===== src/rtl/servo_pkg.sv =====
// servo_pkg: shared types, default constants and width helpers for the
// servo PWM driver.
//   width_t       16-bit unsigned pulse width in microseconds
//   servo_state_t drive state {IDLE, RUN, FAILSAFE}
//   calc_width()  command -> clamped pulse width
//   slew_step()   saturating move of a width toward a target
package servo_pkg;

    typedef logic [15:0] width_t;

    typedef enum logic [1:0] {
        IDLE     = 2'd0,
        RUN      = 2'd1,
        FAILSAFE = 2'd2
    } servo_state_t;

    localparam int CENTER_US_DEF = 1500;
    localparam int MIN_US_DEF    = 1000;
    localparam int MAX_US_DEF    = 2000;

    // Command is already sign-extended to 16 bits; the math is done in int so
    // negating -128 (or any extreme) cannot overflow.
    function automatic width_t calc_width(input logic signed [15:0] cmd,
                                          input logic inv,
                                          input int center,
                                          input int step,
                                          input int min_us,
                                          input int max_us);
        int c;
        int t;
        c = int'(cmd);
        t = inv ? (center - c * step) : (center + c * step);
        if (t < min_us) t = min_us;
        if (t > max_us) t = max_us;
        return width_t'(t);
    endfunction

    function automatic width_t slew_step(input width_t cur,
                                         input width_t tgt,
                                         input int step);
        int d;
        d = int'(tgt) - int'(cur);
        if (d > step)       return width_t'(int'(cur) + step);
        else if (d < -step) return width_t'(int'(cur) - step);
        else                return tgt;
    endfunction

endpackage


===== src/rtl/servo_pwm_driver_if.sv =====
// servo_pwm_driver_if: wheel-command handshake between the command source
// (master) and the servo driver (slave).
//   wheel_left/right  signed wheel commands
//   cmd_valid         command pair valid
//   cmd_ready         driver can accept a command
interface servo_pwm_driver_if #(
    parameter int WIDTH_CMD = 8
) ();
    logic signed [WIDTH_CMD-1:0] wheel_left;
    logic signed [WIDTH_CMD-1:0] wheel_right;
    logic                        cmd_valid;
    logic                        cmd_ready;

    modport master (
        output wheel_left, wheel_right, cmd_valid,
        input  cmd_ready
    );

    modport slave (
        input  wheel_left, wheel_right, cmd_valid,
        output cmd_ready
    );
endinterface


===== src/rtl/servo_us_timebase.sv =====
// servo_us_timebase: microsecond prescaler and frame counter shared by both
// servo channels.
//   clk, reset   clock, async active-high reset
//   us_cnt       microsecond position within the frame, 0..FRAME_US-1
//   frame_start  one-cycle pulse in the cycle us_cnt becomes 0
// The first frame starts on the first microsecond tick after reset rather
// than after a full frame, so the outputs come alive quickly.
module servo_us_timebase
    import servo_pkg::*;
#(
    parameter int CLKS_PER_US = 100,
    parameter int FRAME_US    = 20000
) (
    input  logic   clk,
    input  logic   reset,
    output width_t us_cnt,
    output logic   frame_start
);
    localparam int PW = (CLKS_PER_US > 1) ? $clog2(CLKS_PER_US) : 1;

    logic [PW-1:0] pre;
    logic          started;
    logic          us_tick;

    assign us_tick = (pre == PW'(CLKS_PER_US - 1));

    always_ff @(posedge clk or posedge reset) begin
        if (reset) begin
            pre         <= '0;
            us_cnt      <= '0;
            started     <= 1'b0;
            frame_start <= 1'b0;
        end else begin
            frame_start <= 1'b0;
            if (us_tick) begin
                pre <= '0;
                if (!started || us_cnt == width_t'(FRAME_US - 1)) begin
                    us_cnt      <= '0;
                    frame_start <= 1'b1;
                    started     <= 1'b1;
                end else begin
                    us_cnt <= us_cnt + 16'd1;
                end
            end else begin
                pre <= pre + PW'(1);
            end
        end
    end
endmodule


===== src/rtl/servo_pwm_driver.sv =====
// servo_pwm_driver: turns signed left/right wheel commands into 50 Hz servo
// pulse-width signals for two continuous-rotation drive servos.
//   clk, reset    clock, async active-high reset
//   enable        drive enable, sampled at frame start
//   cif           command handshake (wheel_left/right, cmd_valid, cmd_ready)
//   servo_left    left PWM output
//   servo_right   right PWM output
//   frame_start   one-cycle pulse at the first clk of each frame
//   failsafe      high while the watchdog holds the outputs at neutral
// Optional: define SERVO_SLEW_LIMIT_EN to limit the per-frame width change
// to SLEW_US.
module servo_pwm_driver
    import servo_pkg::*;
#(
    parameter int WIDTH_CMD       = 8,
    parameter int CLKS_PER_US     = 100,
    parameter int FRAME_US        = 20000,
    parameter int CENTER_US       = CENTER_US_DEF,
    parameter int US_PER_STEP     = 4,
    parameter int MIN_US          = MIN_US_DEF,
    parameter int MAX_US          = MAX_US_DEF,
    parameter bit INVERT_RIGHT    = 1'b1,
`ifdef SERVO_SLEW_LIMIT_EN
    parameter int SLEW_US         = 20,
`endif
    parameter int WATCHDOG_FRAMES = 25
) (
    input  logic                clk,
    input  logic                reset,
    input  logic                enable,
    servo_pwm_driver_if.slave   cif,
    output logic                servo_left,
    output logic                servo_right,
    output logic                frame_start,
    output logic                failsafe
);
    localparam int WDW = $clog2(WATCHDOG_FRAMES + 1);

    width_t       us_cnt;
    servo_state_t state, state_n;
    logic [WDW-1:0] wd, wd_inc;
    logic         rdy_q;
    logic         pending;
    logic         acc;
    logic         cmd_seen;
    logic         pulse_en_n;
    width_t       shadow_l, shadow_r;
    width_t       act_l, act_r, act_l_n, act_r_n;
    width_t       tgt_l_in, tgt_r_in;
    width_t       eff_l, eff_r;

    servo_us_timebase #(
        .CLKS_PER_US (CLKS_PER_US),
        .FRAME_US    (FRAME_US)
    ) u_tb (
        .clk         (clk),
        .reset       (reset),
        .us_cnt      (us_cnt),
        .frame_start (frame_start)
    );

    assign cif.cmd_ready = rdy_q;
    assign acc           = cif.cmd_valid && rdy_q;
    // A command accepted during the frame, or on the frame_start cycle itself.
    assign cmd_seen      = pending || acc;
    assign wd_inc        = wd + WDW'(1);

    assign tgt_l_in = calc_width(16'($signed(cif.wheel_left)), 1'b0,
                                 CENTER_US, US_PER_STEP, MIN_US, MAX_US);
    assign tgt_r_in = calc_width(16'($signed(cif.wheel_right)), INVERT_RIGHT,
                                 CENTER_US, US_PER_STEP, MIN_US, MAX_US);

    // Same-cycle accept bypasses the shadow so it lands in this frame.
    assign eff_l = acc ? tgt_l_in : shadow_l;
    assign eff_r = acc ? tgt_r_in : shadow_r;

    always_ff @(posedge clk or posedge reset) begin
        if (reset) begin
            rdy_q    <= 1'b0;
            pending  <= 1'b0;
            shadow_l <= width_t'(CENTER_US);
            shadow_r <= width_t'(CENTER_US);
        end else begin
            rdy_q <= 1'b1;
            if (acc) begin
                shadow_l <= tgt_l_in;
                shadow_r <= tgt_r_in;
            end
            if (frame_start)  pending <= 1'b0;
            else if (acc)     pending <= 1'b1;
        end
    end

    // FSM: state register
    always_ff @(posedge clk or posedge reset) begin
        if (reset) state <= IDLE;
        else       state <= state_n;
    end

    // FSM: next state, evaluated only at frame boundaries
    always_comb begin
        state_n = state;
        if (frame_start) begin
            if (!enable) begin
                state_n = IDLE;
            end else begin
                case (state)
                    IDLE:     state_n = RUN;
                    RUN:      if (!cmd_seen && wd_inc == WDW'(WATCHDOG_FRAMES))
                                  state_n = FAILSAFE;
                    FAILSAFE: if (cmd_seen) state_n = RUN;
                    default:  state_n = IDLE;
                endcase
            end
        end
    end

    // FSM: outputs. pulse_en_n looks ahead so the pulse can rise right after
    // frame_start with the new frame's enable.
    always_comb begin
        failsafe   = (state == FAILSAFE);
        pulse_en_n = (state_n != IDLE);
    end

    always_ff @(posedge clk or posedge reset) begin
        if (reset) begin
            wd <= '0;
        end else if (frame_start) begin
            if (!enable || state == IDLE || cmd_seen) wd <= '0;
            else if (state == RUN)                    wd <= wd_inc;
        end
    end

    always_comb begin
        act_l_n = act_l;
        act_r_n = act_r;
        if (frame_start) begin
            if (state_n == FAILSAFE) begin
                act_l_n = width_t'(CENTER_US);
                act_r_n = width_t'(CENTER_US);
            end else begin
`ifdef SERVO_SLEW_LIMIT_EN
                act_l_n = slew_step(act_l, eff_l, SLEW_US);
                act_r_n = slew_step(act_r, eff_r, SLEW_US);
`else
                act_l_n = eff_l;
                act_r_n = eff_r;
`endif
            end
        end
    end

    // Outputs are registered from the next-cycle widths so the pulse starts
    // one cycle after frame_start and never glitches mid-frame.
    always_ff @(posedge clk or posedge reset) begin
        if (reset) begin
            act_l       <= width_t'(CENTER_US);
            act_r       <= width_t'(CENTER_US);
            servo_left  <= 1'b0;
            servo_right <= 1'b0;
        end else begin
            act_l       <= act_l_n;
            act_r       <= act_r_n;
            servo_left  <= pulse_en_n && (us_cnt < act_l_n);
            servo_right <= pulse_en_n && (us_cnt < act_r_n);
        end
    end
endmodule


===== src/flat_wrapper.sv =====
// flat-port wrapper written by rule: the top's interface ports become plain ports
module servo_pwm_driver_flat import servo_pkg::*;
#(
    parameter int WIDTH_CMD       = 8,
    parameter int CLKS_PER_US     = 100,
    parameter int FRAME_US        = 20000,
    parameter int CENTER_US       = CENTER_US_DEF,
    parameter int US_PER_STEP     = 4,
    parameter int MIN_US          = MIN_US_DEF,
    parameter int MAX_US          = MAX_US_DEF,
    parameter bit INVERT_RIGHT    = 1'b1,

    parameter int WATCHDOG_FRAMES = 25
)
  (clk, reset, enable, servo_left, servo_right, frame_start, failsafe, cif_wheel_left, cif_wheel_right, cif_cmd_valid, cif_cmd_ready);
  servo_pwm_driver_if #(.WIDTH_CMD(WIDTH_CMD)) cif_i ();
  input  logic clk;
  input  logic reset;
  input  logic enable;
  output logic servo_left;
  output logic servo_right;
  output logic frame_start;
  output logic failsafe;
  input wire logic [$bits(cif_i.wheel_left)-1:0] cif_wheel_left;
  input wire logic [$bits(cif_i.wheel_right)-1:0] cif_wheel_right;
  input wire logic [$bits(cif_i.cmd_valid)-1:0] cif_cmd_valid;
  output wire logic [$bits(cif_i.cmd_ready)-1:0] cif_cmd_ready;
  assign cif_i.wheel_left = cif_wheel_left;
  assign cif_i.wheel_right = cif_wheel_right;
  assign cif_i.cmd_valid = cif_cmd_valid;
  assign cif_cmd_ready = cif_i.cmd_ready;
  servo_pwm_driver #(.WIDTH_CMD(WIDTH_CMD), .CLKS_PER_US(CLKS_PER_US), .FRAME_US(FRAME_US), .CENTER_US(CENTER_US), .US_PER_STEP(US_PER_STEP), .MIN_US(MIN_US), .MAX_US(MAX_US), .INVERT_RIGHT(INVERT_RIGHT), .WATCHDOG_FRAMES(WATCHDOG_FRAMES)) u_core (.clk(clk), .reset(reset), .enable(enable), .cif(cif_i), .servo_left(servo_left), .servo_right(servo_right), .frame_start(frame_start), .failsafe(failsafe));
endmodule

===== config.mk =====
export PLATFORM = sky130hd
export DESIGN_NAME = servo_pwm_driver_flat
export DESIGN_NICKNAME = d
export VERILOG_FILES = /design/src/rtl/servo_pkg.sv /design/src/rtl/servo_pwm_driver_if.sv /design/src/rtl/servo_us_timebase.sv /design/src/rtl/servo_pwm_driver.sv /design/src/flat_wrapper.sv
export SDC_FILE = /design/constraint.sdc
export NUM_CORES = 1
export LEC_CHECK = 0
export CORE_ASPECT_RATIO = 2
export CORE_MARGIN = 2
export CORE_UTILIZATION = 63
export CTS_BUF_LIST = sky130_fd_sc_hd__clkbuf_4 sky130_fd_sc_hd__clkbuf_8
export CTS_CLUSTER_DIAMETER = 50
export DETAILED_ROUTE_END_ITERATION = 8
export GPL_TIMING_DRIVEN = 0
export PLACE_DENSITY = 0.8
export SLEW_MARGIN = 10
export SYNTH_ARGS = -nofsm -noshare
export SYNTH_HDL_FRONTEND = slang
export SYNTH_SLANG_ARGS = --single-unit

===== constraint.sdc =====
create_clock -name clk -period 4.1 [get_ports clk]
set_input_delay 0.615 -clock clk [delete_from_list [all_inputs] [get_ports clk]]
set_output_delay 0.615 -clock clk [all_outputs]
set_load 0.01 [all_outputs]

* Yosys cells after proc, flatten, opt, wreduce, memory -nomap -nowiden
Index checks and enable logic that the tools add are counted.
** Cells by class
- Add/subtract/negate cells :: 5
- Magnitude comparators :: 6
- Equal/unequal tests :: 6
- Muxes and demuxes :: 23
- Reductions and logical operators :: 17
** Operators by type and width (count)
- $mux 16 :: 9
- $gt 32x12->1 const B :: 2
- $lt 32x11->1 const B :: 2
- $mux 32 :: 2
- $lt 16x16->1 :: 2
- $add 16x1->16 const B :: 1
- $eq 16x15->1 const B :: 1
- $add 12x10->13 const A :: 1
- $sub 12x10->13 const A :: 1
- $mux 5 :: 2
- $mux 2 :: 4
- $add 7x1->7 const B :: 1
- $eq 7x7->1 const B :: 1
- $mux 7 :: 1
- $pmux 2 s3 :: 1
- $reduce_bool 2->1 :: 3
- $add 5x1->5 const B :: 1
- $eq 5x5->1 const B :: 1
- $eq 2x2->1 const B :: 2
- $logic_and 1x1->1 :: 4
- $logic_or 1x1->1 :: 4
- $mux 1 :: 4
- $reduce_and 2->1 :: 2
- $logic_not 1->1 :: 3
- 2 further kinds :: 2
** Word-level totals
- Bits in registers :: 100
- Bits of input ports :: 20
- Output and inout bits :: 5
- Word-level logic and storage cells :: 71

* Longest topological paths before layout
Gate-level depths: netlist of run 1.
- Depth in word-level cells :: 13
- Depth in mapped cells :: 13
- Depth with buffers taken out :: 13

* Cells and area by module
From an unflattened synthesis of run 1, not the netlist that was laid out.
** Second synthesis, totals
- Cell total of the unflattened synthesis :: 543
- Area, all modules :: 5489.0 um2
** Modules (own cells, without submodules)
- servo_pwm_driver :: times used 1, cells each 412, area an instance 4240.3 um2, seq. area each 1911.8 um2
- servo_us_timebase :: times used 1, cells each 131, area an instance 1248.7 um2, seq. area each 625.6 um2

* Worst setup path before layout of run 1
OpenSTA, ideal clock, no wires.
- Kind :: input port to flip-flop
- Start point :: input port cif_cmd_valid
- End point :: register u_core.servo_right
- Setup time :: 0.127 ns
- Arrival time :: 2.914 ns
- Data required time :: 3.973 ns
- Slack :: 1.058 ns
- Stages :: 10
- Path buffers :: 1
- Path through :: a21oi_2 > nand4_1 > o31ai_2 > buf_2 > o22ai_1 > ha_1 > nand4_1 > or3_1 > a211oi_1 > nor4_1
** On the way
- Longest elaborated chain between the ends :: 13
- Elaborated cells on any way between the ends :: 16
- Those cells by class :: 1 x order compare; 1 x eq/ne; 8 x mux; 6 x reduce/logical
** Ends and longest elaborated chain
- start, declared :: RTL line flat_wrapper.sv:26 : input wire logic [$bits(cif_i.cmd_valid)-1:0] cif_cmd_valid;
- $logic_and 1x1->1 * :: RTL line servo_pwm_driver.sv:63 : assign acc = cif.cmd_valid && rdy_q;
- $logic_or 1x1->1 :: RTL line servo_pwm_driver.sv:65 : assign cmd_seen = pending || acc;
- $logic_not 1->1 :: RTL line servo_pwm_driver.sv:109 : RUN: if (!cmd_seen && wd_inc == WDW'(WATCHDOG_FRAMES))
- $logic_and 1x1->1 :: RTL line servo_pwm_driver.sv:109
- $mux 2 :: RTL line servo_pwm_driver.sv:109
- $pmux 2 s3 :: RTL line servo_pwm_driver.sv:107 : case (state)
- $mux 2 :: RTL line servo_pwm_driver.sv:104 : if (!enable) begin
- $mux 2 :: RTL line servo_pwm_driver.sv:103 : if (frame_start) begin
- $eq 2x2->1 :: RTL line servo_pwm_driver.sv:138 : if (state_n == FAILSAFE) begin
- $mux 16 :: RTL line servo_pwm_driver.sv:138
- $mux 16 :: RTL line servo_pwm_driver.sv:137 : if (frame_start) begin
- $lt 16x16->1 :: RTL line servo_pwm_driver.sv:165 : servo_right <= pulse_en_n && (us_cnt < act_r_n);
- $logic_and 1x1->1 * :: RTL line servo_pwm_driver.sv:165
- end signal, assigned :: RTL line servo_pwm_driver.sv:165
- end, declared :: RTL line servo_pwm_driver.sv:33 : output logic servo_right,
Every way passes the cells marked *; elsewhere a longest branch is shown, timed or not.
A chain may end at the register's enable or synchronous reset.

* Worst setup path in the final report of run 1
Same ends and word-level chain as after synthesis.

==> impl_metrics.tcl, run 1 <==
set metrics [dict create \
    status "finished, final reports clean" \
    postSynth.asyncResetShare_pct 100.0 \
    ff2ff_path_depth 11 \
    synth_top_area_cell "dfrtp_1" \
    grt.total_usage_pct 28.64 \
    nets 636 \
    ys_seq_area_share_pct 46.47 \
    p_leak_nw 2.741 \
    first_global_vias 4306 \
    holdPathStages 1 \
    firstDrtPassIters 4 \
    fin_tns_setup_ns 0 \
    synth.most_common_cell "dfrtp_1" \
    hold_path.class "register to register" \
    dr_total_vias 4314 \
    vias_per_cell 6.307 \
    ant_nets 0 \
    start_util_pct 64.03 \
    yosys_warnings 0 \
    htreeDepth 3 \
    cts.sinks 100 \
    wl_per_cell_microns 18.40 \
    yosysTopAreaCellShare_pct 33.00 \
    route.detailed.drc 0 \
    drtIter0Drc 258 \
    dieArea_sq_um 9473 \
    p_comb_share_pct 7.8 \
    p_sw_mw 0.4350 \
    die_w_microns 69.83 \
    critPathMostFrequentCell "nand4_1" \
    netlist_top_cells_count "72 x dfrtp_1, 37 x ha_1, 37 x inv_1, 37 x nand2_1, 36 x nor2_1" \
    p_per_area_nw_per_um2 303.0 \
    wirelength_microns 12590 \
    synth_cells 544 \
    fin_crit_ns 3.755 \
    slew_violations 0 \
    arrival_ns 4.01 \
    hold_ws_ns 0.4697 \
    ys_ff_latch 100 \
    path_clk_slew_ns 0.09 \
    post_cts_buffers 0 \
    cts_resized 0 \
    clk_path_buf_depth 2 \
    hold_violations 0 \
    swShare_pct 23.71 \
    worstPathRequired_ns 4.35 \
    crit_chain "clkdlybuf4s50_1 -> a21oi_2 -> nand4_1 -> o31ai_2 -> buf_2 -> o22ai_1 -> ha_1 -> nand4_1 -> or3_1 -> a211oi_1 -> nor4_1" \
    root_buffer "clkbuf_8" \
    crit_path_start_kind "primary input" \
    max_slew_margin_pct 53.99 \
    fp.coreArea_sq_um 8528 \
    grt-ovfl-total 0 \
    yosysUniqueCellTypes 71 \
    gp_congestion 0.9225 \
    tightest_slew_ns 0.6860 \
    clock.fmax_mhz 266.3 \
    antenna_found_initial 0 \
    path_class "primary input to register" \
    dp_slack_ns 0.00009370 \
    clock_skew_ns 0.01068 \
    placementRows 48 \
    io_pins 25 \
    drive_gt1_share_pct 12.33 \
    cap_viol_max_count 0 \
    syn_to_final_growth_pct 10.88 \
    critPathSlowestCell "o31ai_2" \
    power.share.sequential_pct 56.4 \
    endpoint_kind "register" \
    cts_tree "yes" \
    dp_hpwl_microns 9603 \
    grt_pass1_wl_microns 20880 \
    synth_edf_count 0 \
    ys.flop_type "dfrtp_1" \
    grt_setup_unrepaired "no" \
    avgSynthCellArea_sq_um 10.04 \
    port_buffers 23 \
    syn_area_sq_um 5460 \
    power_frac_clock_pct 35.8 \
    grt_max_degree 64 \
    fin_crit_sh_pct 91.59 \
    max_stage_delay_ns 0.64 \
    irDropWorstVdd_mv 0.2569 \
    cts-hold-fix-buffers 0 \
    setup_viol 0 \
    timing.final.ws_setup_ns 0.3446 \
    numCtsBuffers 9 \
    p_int_mw 1.399 \
    synth.area.top_cells "dfrtp_1 33%, dfstp_2 13%, ha_1 8.5%, o21ai_0 2.7%, inv_1 2.5%" \
    syn_nets 601 \
    die_h_microns 135.7 \
    n_antenna_cell 0 \
    cp_max_fo 10 \
    insertion_delay_ns 0.38 \
]
-- power groups by stage --
stage | Combinational (mW) | Clock (mW) | Sequential, mW
after detailed placement | 0.142 | 0 | 1.05
after CTS | 0.143 | 0.663 | 1.04
final | 0.143 | 0.657 | 1.04
after floorplan | 0.0872 | 0 | 1.05
after global placement | 0.133 | 0 | 1.05
after global routing | 0.160 | 0.703 | 1.04
-- metrics by stage --
stage	cells	total power [mW]	utilization [%]	instance area [sq um]
final	684	1.834	70.99	6055
after global routing	684	1.901	70.99	6055
after CTS	684	1.841	70.99	6055
after detailed placement	668	1.196	68.54	5846
after global placement	667	1.185	68.19	5816
after floorplan	544	1.138	-	5460
-- flip-flops by register name (all words and copies together) (netlist names) --
name and flops:
u_core.act_l 16, u_core.act_r 16, u_core.shadow_l 16, u_core.shadow_r 16, u_core.u_tb.us_cnt 16, u_core.u_tb.pre 7, u_core.wd 5, u_core.state 2
u_core.cif.cmd_ready 1, u_core.pending 1, u_core.servo_left 1, u_core.servo_right 1, u_core.u_tb.frame_start 1, u_core.u_tb.started 1
-- layout by cell type, fill, tap and decap left out, drive strengths merged, types with 10 or more instances in the layout --
master and instances:
nand2 37, ha 37, and2 18, clkdlybuf4s50 23, o21ai 30, a22oi 14
nand4 12, dfstp 28, a21o 10, a21oi 24, inv 39, o22ai 11
nor2 38, nor3 11, nand3 16, dfrtp 72, clkbuf 25, xnor2 14
-- final cells by class --
type	instances	area (sq um)
sequential	100	2537
multi-input combinational	385	2684
clock buffer	11	151.4
buffer	22	100.1
timing repair buffer	24	257.7
tap	100	125.1
fill	649	2474
inverter	37	141.4
clock inverter	5	57.56
-- routing by layer --
metal	up-vias	share of wire [%]	global-route usage, %
met1	2134	36	30.13
met2	94	56	52.65
met5	-	0	0
li1	2044	-	-
met4	0	4.6	17.31
met3	42	3.0	4.390
-- critical path, delay by kind of cell --
| family | cells | cell delay [ns] |
|---|---|---|
| compound gates | 4 | 1.40 |
| fa+ha+maj | 1 | 0.33 |
| buf+inv | 2 | 0.82 |
| simple gates | 4 | 0.85 |
-- worst paths after layout --
check,start,endpoint,slack (ns)
min in group asynchronous,reset,u_core.u_tb.started,0.64
max reg2reg,u_core.wd[0],u_core.servo_right,0.61
min,u_core.u_tb.pre[0],u_core.u_tb.pre[0],0.47
min reg2reg,u_core.u_tb.pre[0],u_core.u_tb.pre[0],0.47
max in group asynchronous,reset,u_core.shadow_l[8],2.74
max,cif_cmd_valid,u_core.servo_right,0.34
-- kinds of logic after synthesis --
logic type | count (synthesis) | share of synthesized area (%)
other cells | 1 | 0.06868
xor+xnor | 22 | 3.529
buf+inv | 59 | 4.377
mux | 3 | 0.5500
simple gates | 172 | 17.30
fa+ha+maj | 37 | 8.478
flops | 100 | 46.47
compound gates | 150 | 19.23
(Power assumes the default switching activity.)
==> run 2, diff against run 1 <==
clock period = 3.7 ns   (was 4.1 ns; I/O delays follow)
==> run 2 against run 1 <==
Net effect: combinational power grew 13%; setup slack lost 0.14 ns; clock-buffer cell count is the same; clock skew is essentially flat; cell count stayed put; highest routed layer unchanged.
==> impl_metrics.tcl, run 2 (same netlist as run 1, synthesis figures left out) <==
set metrics [dict create \
    status "finished, final reports clean" \
    grt.total_usage_pct 28.61 \
    setup_viol 0 \
    path_class "primary input to register" \
    clock_skew_ns 0.01077 \
    cp_max_fo 10 \
    cts-hold-fix-buffers 0 \
    dr_total_vias 4320 \
    wl_per_cell_microns 18.61 \
    irDropWorstVdd_mv 0.2844 \
    numCtsBuffers 9 \
    fin_crit_sh_pct 94.45 \
    drtIter0Drc 316 \
    cts_tree "yes" \
    cts_resized 0 \
    p_per_area_nw_per_um2 334.3 \
    antenna_found_initial 0 \
    regArea_sq_um 2537 \
    grt_pass1_wl_microns 20930 \
    fin_crit_ns 3.495 \
    tightest_slew_ns 0.6585 \
    placed_cell_area_sq_um 5846 \
    placementRows 48 \
    crit_family "compound AO/OA/AOI/OAI gates" \
    crit_path_start_kind "primary input" \
    clock.fmax_mhz 286.2 \
    path_buf_inv 2 \
    port_buffers 23 \
    root_buffer "clkbuf_8" \
    post_cts_buffers 0 \
    n_antenna_cell 0 \
    gp_congestion 0.9225 \
    endpoint_kind "register" \
    firstDrtPassIters 4 \
    insertion_delay_ns 0.38 \
    grt-ovfl-total 0 \
    route.detailed.drc 0 \
    slew_violations 0 \
    dieArea_sq_um 9473 \
    io_pins 25 \
    final_common_cell "dfrtp_1" \
    wirelength_microns 12730 \
    stdcell_area_sq_um 6076 \
    hold_path.class "register to register" \
    worstPathRequired_ns 3.95 \
    max_stage_delay_ns 0.45 \
    die_w_microns 69.83 \
    fp.coreArea_sq_um 8528 \
    grt_setup_unrepaired "no" \
    start_util_pct 64.03 \
    place_inst 668 \
    hold_violations 0 \
    cts.sinks 100 \
    drive_gt1_share_pct 12.84 \
    htreeDepth 3 \
    cap_viol_max_count 0 \
    fillers 650 \
    first_global_vias 4318 \
    multi_input_area_sq_um 2704 \
    clk_path_buf_depth 2 \
    nets 636 \
    crit_chain "clkdlybuf4s50_1 -> a21oi_2 -> nand4_1 -> o31ai_4 -> buf_2 -> o22ai_1 -> ha_1 -> nand4_1 -> or3_1 -> a211oi_1 -> nor4_1" \
    critPathSlowestCell "clkdlybuf4s50_1" \
    p_leak_nw 2.747 \
    mostFrequentLayoutCells "72 x dfrtp_1, 37 x nand2_1, 37 x ha_1, 36 x inv_1, 36 x nor2_1" \
    die_h_microns 135.7 \
    vias_per_cell 6.316 \
    max_slew_margin_pct 55.74 \
    path_clk_slew_ns 0.09 \
    grt_max_degree 64 \
    ant_nets 0 \
    critPathMostFrequentCell "nand4_1" \
    arrival_ns 3.75 \
    syn_to_final_growth_pct 11.27 \
    dp_hpwl_microns 9603 \
    fin_cells 684 \
]
## run 2: cell counts in the layout (fill, tap and decap cells not counted)
Identical to the previous run, type by type.
## run 2: layer usage
layer / GRT usage [%] / vias up / share of wire, %
met4: 16.88 / 0 / 4.6
met5: 0 / - / 0
met3: 4.241 / 45 / 2.9
met1: 30.13 / 2131 / 36
li1: - / 2046 / -
met2: 52.86 / 98 / 56
## run 2: metrics by stage
step,TNS (ns),util (%),setup slack (ns),power (mW),hold WS [ns]
2_1_floorplan,0,-,0.5726,1.261,0.4329
3_3_place_gp,-53.62,68.19,-0.7483,1.313,0.4479
3_5_place_dp,-0.5797,68.54,-0.3399,1.325,0.4546
4_1_cts,0,70.99,0.03493,2.040,0.4696
5_1_grt,0,71.24,0.008753,2.106,0.5009
6_report,0,71.24,0.2055,2.031,0.4700
## run 2: final timing paths
kind | from | to | slack, ns | cells after the start
worst max-delay path | cif_cmd_valid | u_core.servo_right | 0.21 | 11
worst min-delay path | u_core.shadow_r[3] | u_core.shadow_r[3] | 0.47 | 2
worst max register to register | u_core.wd[0] | u_core.servo_right | 0.36 | 11
worst min register to register | u_core.shadow_r[3] | u_core.shadow_r[3] | 0.47 | 2
max in group asynchronous | reset | u_core.shadow_l[2] | 2.40 | 3
min in group asynchronous | reset | u_core.u_tb.started | 0.58 | 2
## run 2: layout make-up
type,count,area share [%]
Inverter,37,2.327
Multi-Input combinational cell,385,44.50
Clock inverter,5,0.9473
Clock buffer,11,2.492
Timing Repair Buffer,24,4.242
Tap cell,100,2.059
Sequential cell,100,41.76
Buffer,22,1.668
## run 2: where the power goes
part | internal [mW] | leakage, nW | switching, mW
Clock | 0.352 | 0.110 | 0.371
Combinational | 0.0618 | 1.39 | 0.0990
Sequential | 1.14 | 1.24 | 0.00958
## run 2: tightest hold or removal path, delay by kind of cell (launching register included)
kind,cells,cell delay [ns]
DFF,1,0.38
and+or+nand+nor,2,0.10
